### config.mk
export PLATFORM = sky130hd
export DESIGN_NAME = spi_slave_param
export DESIGN_NICKNAME = d
export VERILOG_FILES = /design/src/rtl/spi_slave_param.sv
export SDC_FILE = /design/constraint.sdc
export NUM_CORES = 1
export LEC_CHECK = 0
export ABC_AREA = 1
export BUFFER_PORTS_ARGS = -buffer_cell sky130_fd_sc_hd__buf_2
export CORE_MARGIN = 3
export CORE_UTILIZATION = 30
export CTS_CLUSTER_SIZE = 14
export DETAILED_ROUTE_END_ITERATION = 6
export SLEW_MARGIN = 10
export SYNTH_ARGS = -nofsm -noshare
export SYNTH_HDL_FRONTEND = slang
export SYNTH_SLANG_ARGS = --single-unit
### constraint.sdc
create_clock -name clk -period 1.9 [get_ports clk]
set_input_delay 0.38 -clock clk [delete_from_list [all_inputs] [get_ports clk]]
set_output_delay 0.38 -clock clk [all_outputs]
set_load 0.05 [all_outputs]
### src/rtl/spi_slave_param.sv
// rtl/spi_slave_param.sv - parametrised SPI slave front end with abort, missing-address and tx timeout checks
// Define SPI_PARITY_EN to add an odd parity bit to the MOSI frame and to the MISO payload.
module spi_slave_param #(
   parameter int PAYLOAD_W  = 8,
   parameter int TX_TIMEOUT = 16
) (
   input  logic                 clk,
   input  logic                 rst,
   input  logic                 SS_n,
   input  logic                 MOSI,
   output logic                 MISO,
   output logic [PAYLOAD_W+1:0] rx_data,
   output logic                 rx_valid,
   input  logic [PAYLOAD_W-1:0] tx_data,
   input  logic                 tx_valid,
   output logic                 busy,
   output logic                 frame_err
);
   localparam int FW = PAYLOAD_W + 2;
`ifdef SPI_PARITY_EN
   localparam int NBITS  = FW + 1;
   localparam int TXBITS = PAYLOAD_W + 1;
`else
   localparam int NBITS  = FW;
   localparam int TXBITS = PAYLOAD_W;
`endif
   localparam int CMAX_A = (NBITS > TXBITS) ? NBITS : TXBITS;
   localparam int CMAX   = (CMAX_A > TX_TIMEOUT) ? CMAX_A : TX_TIMEOUT;
   localparam int CW     = $clog2(CMAX + 1);
   localparam logic [CW-1:0] RX_LAST  = CW'(NBITS - 1);
   localparam logic [CW-1:0] TO_LAST  = CW'(TX_TIMEOUT - 1);
   localparam logic [CW-1:0] DATA_END = CW'(PAYLOAD_W);

   typedef enum logic [2:0] {IDLE, RECV, WAIT_TX, SEND, DONE} state_t;

   state_t                 state_q, state_d;
   logic [CW-1:0]          cnt_q, cnt_d;
   logic [NBITS-2:0]       rx_sh_q, rx_sh_d;
   logic [PAYLOAD_W-1:0]   tx_sh_q, tx_sh_d;
   logic [FW-1:0]          rx_data_q, rx_data_d;
   logic                   rx_valid_q, rx_valid_d;
   logic                   frame_err_q, frame_err_d;
   logic                   miso_q, miso_d;
   logic                   busy_q, busy_d;
   logic                   addr_seen_q, addr_seen_d;
`ifdef SPI_PARITY_EN
   logic                   tx_par_q, tx_par_d;
`endif
   logic [NBITS-1:0]       word;
   logic [FW-1:0]          frame;
   logic                   parity_bad;

   always_comb begin
      state_d     = state_q;
      cnt_d       = cnt_q;
      rx_sh_d     = rx_sh_q;
      tx_sh_d     = tx_sh_q;
      rx_data_d   = rx_data_q;
      rx_valid_d  = 1'b0;
      frame_err_d = 1'b0;
      miso_d      = miso_q;
      addr_seen_d = addr_seen_q;
`ifdef SPI_PARITY_EN
      tx_par_d    = tx_par_q;
`endif
      word  = {rx_sh_q, MOSI};
      frame = word[NBITS-1 -: FW];
`ifdef SPI_PARITY_EN
      parity_bad = ~(^word);
`else
      parity_bad = 1'b0;
`endif
      // Deselect wins over everything; only a completed transfer (DONE) ends silently.
      if (state_q != IDLE && SS_n) begin
         state_d     = IDLE;
         miso_d      = 1'b0;
         cnt_d       = '0;
         frame_err_d = (state_q != DONE);
      end else begin
         case (state_q)
            IDLE: begin
               if (!SS_n) begin
                  state_d = RECV;
                  rx_sh_d = {rx_sh_q[NBITS-3:0], MOSI};
                  cnt_d   = CW'(1);
               end
            end
            RECV: begin
               if (cnt_q == RX_LAST) begin
                  cnt_d   = '0;
                  state_d = DONE;
                  if (parity_bad || (frame[FW-1:FW-2] == 2'b11 && !addr_seen_q)) begin
                     frame_err_d = 1'b1;
                  end else begin
                     rx_data_d  = frame;
                     rx_valid_d = 1'b1;
                     if (frame[FW-1:FW-2] == 2'b10) addr_seen_d = 1'b1;
                     if (frame[FW-1:FW-2] == 2'b11) state_d = WAIT_TX;
                  end
               end else begin
                  rx_sh_d = {rx_sh_q[NBITS-3:0], MOSI};
                  cnt_d   = cnt_q + 1'b1;
               end
            end
            WAIT_TX: begin
               if (tx_valid) begin
                  tx_sh_d = tx_data << 1;
                  miso_d  = tx_data[PAYLOAD_W-1];
                  cnt_d   = CW'(1);
                  state_d = SEND;
`ifdef SPI_PARITY_EN
                  tx_par_d = ~(^tx_data);
`endif
               end else if (cnt_q == TO_LAST) begin
                  frame_err_d = 1'b1;
                  cnt_d       = '0;
                  state_d     = DONE;
               end else begin
                  cnt_d = cnt_q + 1'b1;
               end
            end
            SEND: begin
               if (cnt_q < DATA_END) begin
                  miso_d  = tx_sh_q[PAYLOAD_W-1];
                  tx_sh_d = tx_sh_q << 1;
                  cnt_d   = cnt_q + 1'b1;
`ifdef SPI_PARITY_EN
               end else if (cnt_q == DATA_END) begin
                  miso_d = tx_par_q;
                  cnt_d  = cnt_q + 1'b1;
`endif
               end else begin
                  miso_d      = 1'b0;
                  addr_seen_d = 1'b0;
                  cnt_d       = '0;
                  state_d     = DONE;
               end
            end
            DONE:    ;
            default: state_d = IDLE;
         endcase
      end
      busy_d = (state_d != IDLE);
   end

   always_ff @(posedge clk) begin
      if (rst) begin
         state_q     <= IDLE;
         cnt_q       <= '0;
         rx_sh_q     <= '0;
         tx_sh_q     <= '0;
         rx_data_q   <= '0;
         rx_valid_q  <= 1'b0;
         frame_err_q <= 1'b0;
         miso_q      <= 1'b0;
         busy_q      <= 1'b0;
         addr_seen_q <= 1'b0;
`ifdef SPI_PARITY_EN
         tx_par_q    <= 1'b0;
`endif
      end else begin
         state_q     <= state_d;
         cnt_q       <= cnt_d;
         rx_sh_q     <= rx_sh_d;
         tx_sh_q     <= tx_sh_d;
         rx_data_q   <= rx_data_d;
         rx_valid_q  <= rx_valid_d;
         frame_err_q <= frame_err_d;
         miso_q      <= miso_d;
         busy_q      <= busy_d;
         addr_seen_q <= addr_seen_d;
`ifdef SPI_PARITY_EN
         tx_par_q    <= tx_par_d;
`endif
      end
   end

   assign MISO      = miso_q;
   assign rx_data   = rx_data_q;
   assign rx_valid  = rx_valid_q;
   assign frame_err = frame_err_q;
   assign busy      = busy_q;

endmodule

==> qor.yml <==
route:
  ant_nets: 0
  avgRoutedWirePerCell_um: 11.2
  drc_errors: 0
  dr_total_vias: 1818
  firstDrtPassIters: 5
  wirelength_um: 4400
  drtIter0Drc: 146
  via_per_inst: 4.64
cts:
  cts_buffers: 5
  cts_tree: "built"
  clk_pin_slew_ns: 0.08
  htreeDepth: 2
  clockBufferDepth: 2
  cts_resized: 0
  clockRootBuffer: "clkbuf_8"
  cts_setup_buffers: 0
  ctsHoldBuffers: 0
  cts_num_sinks: 39
  worstSkewPairLatency_ns: 0.30
critical_path:
  start_kind: "flip-flop"
  cp.arrival_ns: 1.83
  crit_required_ns: 2.09
  cp-end-kind: "flip-flop"
  critical_path_class: "reg2reg"
  path_max_fanout: 11
timing:
  slew_viol_final: 0
  setup_slack_ns: 0.263
  tns_ns: 0
  slew_headroom_pct: 70.6
  grt_setup_unrepaired: "no"
  fin_crit_ns: 1.64
  hold_viol_final: 0
  tightest_slew_ns: 0.439
  fin_worst_skew_ns: 0.00844
  max_freq_ghz: 0.611
  finalSetupViolations: 0
  fin_crit_sh_pct: 86.2
global_route:
  grt_usage_pct: 12.8
  antenna_found_initial: 0
  grt_pass1_vias: 1638
  grt_start_max_net_pins: 21
  grt_pass1_wl_um: 7670
  gr-total-overflow: 0
floorplan:
  rows: 28
  die_w_um: 86.2
  io-pin-count: 27
  core_area_mm2: 0.00606
  fp.dieH_um: 86.2
  initial_core_util_pct: 31.8
  design.die.area_mm2: 0.00743
power_and_ir_drop:
  finalPower_mw: 1.72
  powerDensity_mw_per_mm2: 763
  p_leak_nw: 1.10
  peakVddDrop_v: 0.000498
final_layout:
  multiInputGateArea_um2: 995
  final_layout_size_suffix_gt1_share_pct: 17.4
  antenna_cells: 0
  area_growth_pct: 16.7
  nNetsFinal: 333
  num-fill-cells: 658
  layout_commonest_cell: "nand2_1"
  layout_common_cells: "nand2_1 (63), nor2_1 (62), dfxtp_1 (39)"
  layoutNonFillerInstCount: 392
  fin_util_pct: 37.1
  regArea_um2: 781
run_status:
  status: "finished clean"
placement:
  dp_hpwl_um: 3180
  dpl_worst_slack_ns: 0.265
  place.gp.congestion: 0.838
  dp.cells: 384
  portBuffers: 26
logic_synthesis:
  synth_cells: 286
  synth_cell_types: 29
  synth_area_per_cell_um2: 6.74
  ys_seq_area_share_pct: 40.5
  synth-seq-cells: 39
  mappedNetlistArea_mm2: 0.00193
  synth_warnings: 0
  synth_nets: 303
job:
  maxCapViolCount: 0
worst_hold_path:
  worstHoldPathType: "in2reg"
[area by class of cell]
type                            count  area share (%)
Clock buffer                        5            3.06
Clock inverter                      3            1.95
Inverter                           29            4.84
Multi-Input combinational cell    211            44.2
Sequential cell                    39            34.7
Tap cell                           75            4.17
Timing Repair Buffer               30            7.12
[critical path, cell delays in order, from the launching register on]
cell	delay [ns]
dfxtp_1	0.41
ha_1	0.17
nand2_1	0.07
inv_1	0.06
nand2_1	0.14
nor2_1	0.15
nand3_2	0.19
o21ai_0	0.27
nor2_1	0.06
[path summary, 6_finish.rpt]
check	slack, ns	start	endpoint	cells past startpoint
hold / removal	0.33	MOSI	rx_data[0]	3
setup / recovery	0.26	cnt_q[0]	rx_data[4]	8
hold reg to reg	0.46	tx_sh_q[2]	tx_sh_q[2]	2
setup reg to reg	0.26	cnt_q[0]	rx_data[4]	8
[state kept, by name, indices dropped and copies added, names as in the netlist]
name,cells
state_q,3
addr_seen_q,1
rx_valid,1
frame_err,1
rx_data,10
rx_sh_q,9
busy,1
tx_sh_q,7
MISO,1
cnt_q,5
[routing by layer]
layer  track usage, %  up-vias  part of all wire, %  routed length (um)
met5                0        -                    0                   0
met3             5.13        4                  5.7                 250
met1             17.8      806                   50                2210
li1                 -      966                    -                   -
met2             18.9       42                   44                1920
met4             2.55        0                 0.57                  25
[power by group]
group          internal [mW]  leakage, nW  switching, mW
Sequential             0.838        0.317         0.0201
Clock                  0.391       0.0581          0.313
Combinational         0.0529        0.721          0.101
Total                   1.28         1.10          0.435
[cell families (layout without fill, tap and decap cells)]
group,count (synthesis),in the layout,share of synthesized area [%]
adders and majority gates,4,4,2.60
DFF,39,39,40.5
and+or+nand+nor,168,168,37.9
buffers and inverters,36,67,7.92
xor gates and xnor gates,1,1,0.454
AOI/OAI and AO/OA,38,38,10.6
[metrics by stage]
stage | instance area (um^2) | hold slack [ns]
global placement | 2140 | 0.450
CTS | 2250 | 0.335
floorplan | 1930 | 0.440
finish | 2250 | 0.335
detailed placement | 2140 | 0.454
global route | 2250 | 0.347
[synthesized netlist by cell type]
library cell	number	area (um^2)
a21oi_1	11	55.1
a22oi_1	1	7.51
buf_1	1	3.75
buf_2	2	10.0
buf_6	2	22.5
clkbuf_1	2	7.51
dfxtp_1	39	781
ha_1	4	50.1
inv_1	26	97.6
inv_2	3	11.3
nand2_1	63	236
nand2_2	4	25.0
nand2_4	2	22.5
nand3_1	24	120
nand3_2	2	20.0
nand3b_1	1	7.51
nand4_1	2	12.5
nor2_1	62	233
nor2_2	3	18.8
nor2_4	1	11.3
nor3_1	1	5.00
nor4_1	1	6.26
o21ai_0	20	100
o21ai_1	4	20.0
o21ai_4	1	16.3
o22ai_1	1	6.26
or2_0	1	6.26
or2_2	1	6.26
xor2_1	1	8.76
(Power assumes the default switching activity.)
